## config.mk

```make
export PLATFORM = sky130hd
export DESIGN_NAME = arith_ctrl
export DESIGN_NICKNAME = d
export VERILOG_FILES = /design/src/rtl/arith_ctrl_pkg.sv /design/src/rtl/arith_ctrl.sv
export SDC_FILE = /design/constraint.sdc
export NUM_CORES = 1
export LEC_CHECK = 0
export CORE_UTILIZATION = 50
export DETAILED_ROUTE_END_ITERATION = 8
export GPL_TIMING_DRIVEN = 0
export PLACE_DENSITY = 0.9
export SETUP_SLACK_MARGIN = 0.4
export SLEW_MARGIN = 20
export SYNTH_ARGS = -nofsm -noshare
export SYNTH_HDL_FRONTEND = slang
export SYNTH_SLANG_ARGS = --single-unit
```

## constraint.sdc

```tcl
create_clock -name clk -period 4.9 [get_ports clk]
set_clock_uncertainty 0.15 [all_clocks]
set_input_delay 0.98 -clock clk [delete_from_list [all_inputs] [get_ports clk]]
set_output_delay 0.98 -clock clk [all_outputs]
set_load 0.05 [all_outputs]
```

## src/rtl/arith_ctrl_pkg.sv

```systemverilog
// Shared encodings and sizing for the AU micro-operation sequencer.
package arith_ctrl_pkg;

    localparam int unsigned WORD_W    = 30;
    localparam int unsigned MUL_STEPS = 30;

    typedef enum logic [1:0] {
        OP_ADD = 2'b00,
        OP_SUB = 2'b01,
        OP_AND = 2'b10,
        OP_MUL = 2'b11
    } op_e;

    typedef enum logic [3:0] {
        ST_IDLE      = 4'd0,
        ST_LOAD      = 4'd1,
        ST_WAIT_OP   = 4'd2,
        ST_MOVE_B    = 4'd3,
        ST_NEGATE    = 4'd4,
        ST_SUM       = 4'd5,
        ST_STORE     = 4'd6,
        ST_AND_OP    = 4'd7,
        ST_MUL_ADD   = 4'd8,
        ST_MUL_SHIFT = 4'd9
    } state_e;

endpackage

```

## src/rtl/arith_ctrl.sv

```systemverilog
// Sequencer issuing AU strobes for ADD/SUB/AND and shift-add fractional MUL.
// Operand 1 is in C at start; operand 2 arrives in C via req/ack; result ends in C.
module arith_ctrl #(
    parameter int unsigned WORD_W    = arith_ctrl_pkg::WORD_W,
    parameter int unsigned MUL_STEPS = arith_ctrl_pkg::MUL_STEPS
) (
    input  logic       clk,
    input  logic       reset,
    input  logic       start_from_op,
    input  logic [1:0] op_sel_from_op,
    output logic       busy_to_op,
    output logic       opnd_req_to_op,
    input  logic       opnd_ack_from_op,
    output logic       done_to_op,
    output logic       carry_to_op,
    input  logic       carry_out_from_au,
    input  logic       reg_b0_from_au,
    input  logic       reg_c1_from_au,
    input  logic       reg_c30_from_au,
    output logic       do_clear_b_to_au,
    output logic       do_not_b_to_au,
    output logic       do_sum_to_au,
    output logic       do_and_to_au,
    output logic       do_right_shift_bc_to_au,
    output logic       do_move_c_to_a_to_au,
    output logic       do_move_c_to_b_to_au,
    output logic       do_move_b_to_c_to_au
);

    import arith_ctrl_pkg::*;

    localparam int unsigned CNT_W = $clog2(WORD_W + 1);

    state_e           state_q, state_d;
    op_e              op_q, op_d;
    logic [CNT_W-1:0] step_q, step_d;
    logic             carry_q, carry_d;

    // These AU status bits are part of the AU bus but not needed by this sequencer.
    logic unused_au_status;
    assign unused_au_status = carry_out_from_au ^ reg_c1_from_au;

    always_comb begin
        state_d = state_q;
        op_d    = op_q;
        step_d  = step_q;
        carry_d = carry_q;
        unique case (state_q)
            ST_IDLE: begin
                if (start_from_op) begin
                    state_d = ST_LOAD;
                    op_d    = op_e'(op_sel_from_op);
                end
            end
            ST_LOAD: state_d = ST_WAIT_OP;
            ST_WAIT_OP: begin
                if (opnd_ack_from_op) begin
                    step_d = '0;
                    unique case (op_q)
                        OP_ADD, OP_SUB: state_d = ST_MOVE_B;
                        OP_AND:         state_d = ST_AND_OP;
                        default:        state_d = ST_MUL_ADD;
                    endcase
                end
            end
            ST_MOVE_B:  state_d = (op_q == OP_SUB) ? ST_NEGATE : ST_SUM;
            ST_NEGATE:  state_d = ST_SUM;
            ST_SUM:     state_d = ST_STORE;
            ST_STORE: begin
                carry_d = reg_b0_from_au;
                state_d = ST_IDLE;
            end
            ST_AND_OP: begin
                carry_d = 1'b0;
                state_d = ST_IDLE;
            end
            ST_MUL_ADD: state_d = ST_MUL_SHIFT;
            ST_MUL_SHIFT: begin
                // Counter leaves for STORE on reaching MUL_STEPS, so it never wraps.
                step_d  = step_q + CNT_W'(1);
                state_d = (step_d == CNT_W'(MUL_STEPS)) ? ST_STORE : ST_MUL_ADD;
            end
            default: state_d = ST_IDLE;
        endcase
    end

    always_ff @(posedge clk) begin
        if (reset) begin
            state_q <= ST_IDLE;
            op_q    <= OP_ADD;
            step_q  <= '0;
            carry_q <= 1'b0;
        end else begin
            state_q <= state_d;
            op_q    <= op_d;
            step_q  <= step_d;
            carry_q <= carry_d;
        end
    end

    // Strobes decode the registered state; only the MUL add is gated by the multiplier LSB.
    always_comb begin
        do_clear_b_to_au        = 1'b0;
        do_not_b_to_au          = 1'b0;
        do_sum_to_au            = 1'b0;
        do_and_to_au            = 1'b0;
        do_right_shift_bc_to_au = 1'b0;
        do_move_c_to_a_to_au    = 1'b0;
        do_move_c_to_b_to_au    = 1'b0;
        do_move_b_to_c_to_au    = 1'b0;
        opnd_req_to_op          = 1'b0;
        done_to_op              = 1'b0;
        unique case (state_q)
            ST_LOAD: begin
                do_move_c_to_a_to_au = 1'b1;
                do_clear_b_to_au     = 1'b1;
            end
            ST_WAIT_OP:   opnd_req_to_op          = 1'b1;
            ST_MOVE_B:    do_move_c_to_b_to_au    = 1'b1;
            ST_NEGATE:    do_not_b_to_au          = 1'b1;
            ST_SUM:       do_sum_to_au            = 1'b1;
            ST_STORE: begin
                do_move_b_to_c_to_au = 1'b1;
                done_to_op           = 1'b1;
            end
            ST_AND_OP: begin
                do_and_to_au = 1'b1;
                done_to_op   = 1'b1;
            end
            ST_MUL_ADD:   do_sum_to_au            = reg_c30_from_au;
            ST_MUL_SHIFT: do_right_shift_bc_to_au = 1'b1;
            default: ;
        endcase
    end

    assign busy_to_op  = (state_q != ST_IDLE);
    assign carry_to_op = carry_q;

endmodule

```

==> summary.md, run 1 <==
| Metric | Value |
|---|---|
| Worst-path cell chain | `clkdlybuf4s50_1 -> nand3_1 -> a21oi_1 -> clkdlybuf4s50_1` |
| GPL Wtd Cong | `0.864` |
| Avg Inst Size Synth | `7.97 sq um` |
| DRT Pass-1 Iters | `4` |
| Resize count post-CTS | `0` |
| Antenna Nets Post-Route | `0` |
| PortBufs | `18` |
| Routed wl met3 | `73 microns` |
| R2r setup slk | `3.15 ns` |
| CTS tree | `done` |
| Crit Reg-Reg Endpoint | `state_q[1]` |
| Most frequent cells after synthesis | `dfxtp_1 (12), a21oi_1 (10), nor2_1 (10)` |
| Sequential cell area | `240 sq um` |
| Layout cells sized above 1 | `13.2%` |
| Routed via count | `805` |
| Mapped Area | `797 sq um` |
| Vias per inst | `5.88` |
| Clk pwr share | `20.1%` |
| Reg power frac | `40.4%` |
| Worst-Skew Late Latency | `0.26 ns` |
| CP max FO | `1` |
| Worst vdd ir | `0.206 mV` |
| Xor and xnor fraction of the mapped netlist area | `2.20%` |
| DR top layer | `met4` |
| Max Cap Violations | `0` |
| F_max | `279 MHz` |
| Sw frac | `36.7%` |
| WL final | `1.80 mm` |
| Final Setup Violations | `0` |
| First-pass GRT wire length | `3.27 mm` |
| CP arrival | `2.46 ns` |
| CTS Buf Count | `3` |
| Hold endpoint | `carry_to_op` |
| Crit path largest cell delay | `0.81 ns` |
| Post-synthesis mux area share | `2.51%` |
| CTS Sinks | `12` |
| Die height | `41.9 microns` |
| ANT cells | `0` |
| Overflow after GRT | `0` |
| Initial core utilization | `53.5%` |
| Post-Place Cells | `134` |
| Finished Layout Cells | `137` |
| Worst-Margin Slew | `0.497 ns` |
| Final instance area | `0.00102 sq mm` |
| GRT Total Usage | `24.0%` |
| Synth Area in Compound Gates | `23.7%` |
| Worst r2r path cells | `5` |
| Internal power | `174 uW` |
| YS warnings | `0` |
| H-Tree Depth | `1` |
| Final net count | `135` |
| Startpoint types | `input port` |
| Post-synthesis async set-or-reset flop share | `0%` |
| Status | `finished clean` |
| Final Hold Viols | `0` |
| FF+latch count, synth | `12` |
| Worst Setup End Kind | `output port` |
| Cell with the most instances after synthesis | `dfxtp_1` |
| WL met2 | `910 microns` |
| Initial antenna violation count | `0` |
| Residual DRC count | `0` |
| Multi-input logic area | `492 sq um` |
| Count of different cell masters after synthesis | `38` |
| Yosys top cell area share | `30.1%` |
| Synth Instances | `100` |
| Seq/Total Area, Yosys | `30.1%` |
| Fin crit share | `73.3%` |
| CTS Hold Buffers Added | `0` |
| Final min period | `3.59 ns` |
| Synth Area in Adders | `3.14%` |
| Largest net degree at the start of global routing | `11` |
| Power Density | `270 mW/mm^2` |
| Synth Area in Simple Gates | `30.1%` |
| Detailed placement HPWL | `1.37 mm` |
| Total Power | `275 uW` |
| Die W | `41.9 microns` |
| Fill cell count | `130` |
| Crit Path Class | `in -> out` |
| Core Footprint | `0.00149 sq mm` |
| Met1 WL | `771 microns` |
| Hold wc startpoint | `carry_to_op` |
| RSZ-0062 raised after global routing | `false` |
| Sw power | `101 uW` |
| Initial DRC Count | `18` |
| IO Pins | `22` |
| DIE AREA | `0.00176 sq mm` |
| Hold depth | `2` |
| Synth Flop Type | `dfxtp_1` |
| Most frequent CP cell | `clkdlybuf4s50_1` |
| Post-synth EDFFs | `0` |
| Area growth syn-to-layout | `27.9%` |
| Largest cells by area after synthesis | `dfxtp_1 (30%), a21oi_1 (6.3%), nor2_1 (4.7%)` |
| Worst reg2reg startpoint | `step_q[0]` |
| Fin. max-slew vios | `0` |
| DP Area | `997 sq um` |
| Row cnt | `14` |
| Vias in the first global route | `748` |
| Slew HR | `66.8%` |
| Hold WC Path Type | `reg -> reg` |
| Final setup TNS | `0 ns` |
| Post-CTS setup buffers | `0` |
| Slowest library cell on the worst path | `clkdlybuf4s50_1` |
| Clock tree buffer depth | `2` |
| Leakage power | `0.395 nW` |
| Critical Path Source | `reg_c30_from_au` |
| Mapped Nets | `112` |
| CTS root buf | `clkbuf_4` |
| Avg WL per Cell | `13.1 microns` |
| Combinational power share | `39.5%` |
| Largest family of logic cells by synthesized area | `simple AND/OR/NAND/NOR gates` |
| Reg clk slew, reported paths | `0.07 ns` |
| Critical Path RT | `3.77 ns` |
| Area leader, netlist | `dfxtp_1` |
==> final cells by class <==
type	instances	share of cell area [%]
buffer	8	4.54
timing repair buffer	18	17.7
multi-input combinational	75	48.2
clock buffer	3	2.21
tap	16	1.96
sequential	12	23.6
inverter	5	1.84
==> cells in the final DEF (no fill, tap or decap), types with 2 or more instances in the layout <==
cell / instances
a21oi_1: 10
a311oi_1: 3
a41oi_1: 2
and3_1: 2
buf_2: 4
buf_4: 3
clkbuf_4: 3
clkdlybuf4s50_1: 18
dfxtp_1: 12
ha_1: 2
inv_1: 4
mux2i_1: 2
nand2_1: 6
nand2b_1: 4
nand3_1: 6
nand3b_1: 2
nor2_1: 10
nor2b_1: 4
o21ai_0: 2
xor2_1: 2
==> routing by layer <==
metal / vias up / track usage (%)
li1: 405 / -
met4: 0 / 13.5
met1: 372 / 30.3
met2: 22 / 39.4
met3: 6 / 2.61
met5: - / 0
==> power groups by stage <==
stage | Clock, mW | Sequential, mW | Combinational [mW]
CTS | 0.0584 | 0.111 | 0.109
detailed placement | 0 | 0.113 | 0.109
global route | 0.0646 | 0.112 | 0.118
finish | 0.0552 | 0.111 | 0.109
global placement | 0 | 0.113 | 0.107
floorplan | 0 | 0.111 | 0.0791
==> worst max-delay path: cells and delay by family <==
| kind | cells | cell delay, ns |
|---|---|---|
| and+or+nand+nor | 1 | 0.07 |
| buffers and inverters | 2 | 1.27 |
| AOI/OAI and AO/OA | 1 | 0.14 |
==> worst max path at each step <==
stage                           to  slack [ns]
floorplan           do_not_b_to_au        1.57
global placement      do_sum_to_au        1.33
detailed placement    do_sum_to_au        1.31
CTS                   do_sum_to_au        1.30
global route          do_sum_to_au        1.27
finish                do_sum_to_au        1.31
==> stage by stage <==
step           hold slack, ns  utilization [%]  setup slack, ns
2_1_floorplan           0.300                -             1.57
3_3_place_gp            0.294             67.0             1.33
4_1_cts                 0.309             68.5             1.30
6_report                0.307             68.5             1.31
5_1_grt                 0.344             68.5             1.27
3_5_place_dp            0.299             67.0             1.31
==> flip-flops by register name, summed over array words and instances (netlist names) <==
signal       count
state_q          4
step_q           5
carry_to_op      1
op_q             2
==> logic make-up after synthesis <==
kind of cell               count (synthesis)
adders and majority gates                  2
DFF                                       12
AOI/OAI and AO/OA                         27
and+or+nand+nor                           42
xor gates and xnor gates                   2
muxes                                      2
buffers and inverters                     13
(Power assumes the default switching activity.)
==> run 2, diff against run 1 <==
CORE_UTILIZATION = 42   (was 50)
PLACE_DENSITY = 0.81   (was 0.9)
clock period = 3 ns   (was 4.9 ns; I/O delays follow)
==> summary.md, run 2 (synthesized netlist as in run 1, its figures left out) <==
| Metric | Value |
|---|---|
| CTS root buf | `clkbuf_4` |
| PortBufs | `18` |
| Final net count | `135` |
| Reg power frac | `38.2%` |
| Power Density | `459 mW/mm^2` |
| Worst reg2reg startpoint | `step_q[0]` |
| Max reg flops | `5` |
| Clock tree buffer depth | `2` |
| DRT Pass-1 Iters | `4` |
| Initial core utilization | `45.7%` |
| CP arrival | `1.79 ns` |
| RSZ-0062 raised after global routing | `false` |
| Worst-Margin Slew | `0.488 ns` |
| Post-Place Cells | `143` |
| GRT Total Usage | `20.1%` |
| Sequential cell area | `240 sq um` |
| Sw power | `172 uW` |
| Area growth syn-to-layout | `29.8%` |
| Largest net degree at the start of global routing | `11` |
| Worst vdd ir | `0.392 mV` |
| Sw frac | `36.2%` |
| CP max FO | `1` |
| Pre-CTS setup slack | `0.184 ns` |
| Max Cap Violations | `0` |
| Vias per inst | `5.50` |
| Multi-input logic area | `503 sq um` |
| Row cnt | `15` |
| WL final | `1.81 mm` |
| Initial antenna violation count | `0` |
| Crit Reg-Reg Endpoint | `state_q[1]` |
| Most frequent cells in the layout | `dfxtp_1 (12), nor2_1 (10), a21oi_1 (10), dlygate4sd2_1 (9), clkdlybuf4s50_1 (7)` |
| Combinational power share | `35.7%` |
| Fin crit share | `84.6%` |
| Crit Path Class | `in -> out` |
| DP Area | `0.00102 sq mm` |
| Final instance area | `0.00103 sq mm` |
| Fill cell count | `163` |
| ANT cells | `0` |
| Critical Path RT | `2.25 ns` |
| First-pass GRT wire length | `2.93 mm` |
| Final Setup Violations | `0` |
| IO Pins | `22` |
| Largest regs | `step_q x5, state_q x4, op_q x2` |
| Crit path to | `do_sum_to_au` |
| Leakage power | `0.447 nW` |
| GPL Wtd Cong | `0.867` |
| Most common cell after layout, fill and taps aside | `dfxtp_1` |
| Clk pwr share | `26.1%` |
| PnR worst setup slack | `0.461 ns` |
| Reg clk slew, reported paths | `0.07 ns` |
| Final setup TNS | `0 ns` |
| Total Power | `475 uW` |
| Vias in the first global route | `685` |
| DIE AREA | `0.00208 sq mm` |
| Avg WL per Cell | `12.3 microns` |
| Post-CTS setup buffers | `0` |
| Finished Layout Cells | `147` |
| Largest register by flop count | `step_q` |
| Critical Path Source | `reg_c30_from_au` |
| Status | `finished clean` |
| Startpoint types | `input port` |
| Worst Setup End Kind | `output port` |
| Detailed placement HPWL | `1.32 mm` |
| Internal power | `303 uW` |
| Hold depth | `2` |
| Die W | `45.6 microns` |
| Core Footprint | `0.00175 sq mm` |
| Layout cells sized above 1 | `17.2%` |
| Fin. max-slew vios | `0` |
| CTS Buf Count | `3` |
| Routed via count | `809` |
| CTS tree | `done` |
| Worst r2r path cells | `5` |
| Final min period | `2.54 ns` |
| Hold Slack | `0.308 ns` |
| Residual DRC count | `0` |
| Die height | `45.6 microns` |
| Overflow after GRT | `0` |
| Hold WC Path Type | `reg -> reg` |
| H-Tree Depth | `1` |
| Worst-Skew Late Latency | `0.27 ns` |
| CTS Sinks | `12` |
| Post-layout util | `59.3%` |
| Initial DRC Count | `9` |
| Final Hold Viols | `0` |
| Antenna Nets Post-Route | `0` |
| Slew HR | `67.4%` |
| R2r setup slk | `1.27 ns` |
| F_max | `394 MHz` |
run 2: changes by cell type in the layout (fill, tap and decap cells not counted):
| cell | before | now |
|---|---|---|
| nor4b_2 | 0 | 1 |
| nor4b_1 | 1 | 0 |
| nor3_2 | 0 | 1 |
| nor3_1 | 1 | 0 |
| clkbuf_2 | 0 | 2 |
| dlygate4sd2_1 | 0 | 9 |
| clkbuf_8 | 0 | 1 |
| clkdlybuf4s50_1 | 18 | 7 |
run 2: timing repair:
| action | in CTS | in global routing |
|---|---|---|
| hold buffers | 0 | 0 |
| endpoints found under the setup margin | 11 | 2 |
| cloned | 0 | 0 |
| gates resized for setup | 11 | 4 |
run 2: how the worst min path moves through the flow:
stage                      from          end  slack, ns
floorplan             step_q[4]    step_q[4]       0.30
global placement    carry_to_op  carry_to_op       0.29
detailed placement  carry_to_op  carry_to_op       0.30
CTS                 carry_to_op  carry_to_op       0.31
global route        carry_to_op  carry_to_op       0.35
finish              carry_to_op  carry_to_op       0.31
run 2: worst max-delay path: stages:
cell             delay (ns)
clkdlybuf4s50_1        0.45
nand3_1                0.07
a21oi_1                0.14
dlygate4sd2_1          0.53
run 2: area by class of cell:
| cell class | instances | area share, % |
|---|---|---|
| multi-input combinational | 75 | 48.6 |
| sequential | 12 | 23.2 |
| timing repair buffer | 18 | 15.4 |
| buffer | 8 | 4.47 |
| clock buffer | 4 | 3.51 |
| tap | 25 | 3.02 |
| inverter | 5 | 1.81 |
run 2: routing by layer:
metal  up-vias  GRT usage, %  part of all wire (%)  wire length, microns
met4         0          13.9                   2.7                    49
met2        20          33.4                    47                   855
li1        408             -                     -                     -
met5         -             0                     0                     0
met3         6          3.17                   3.8                    69
met1       375          23.3                    46                   831
run 2: power groups by stage:
stage	Clock, mW	Sequential [mW]	Combinational (mW)
3_5_place_dp	0	0.184	0.179
3_3_place_gp	0	0.184	0.177
4_1_cts	0.126	0.180	0.170
6_report	0.124	0.181	0.169
5_1_grt	0.135	0.182	0.182
2_1_floorplan	0	0.181	0.131
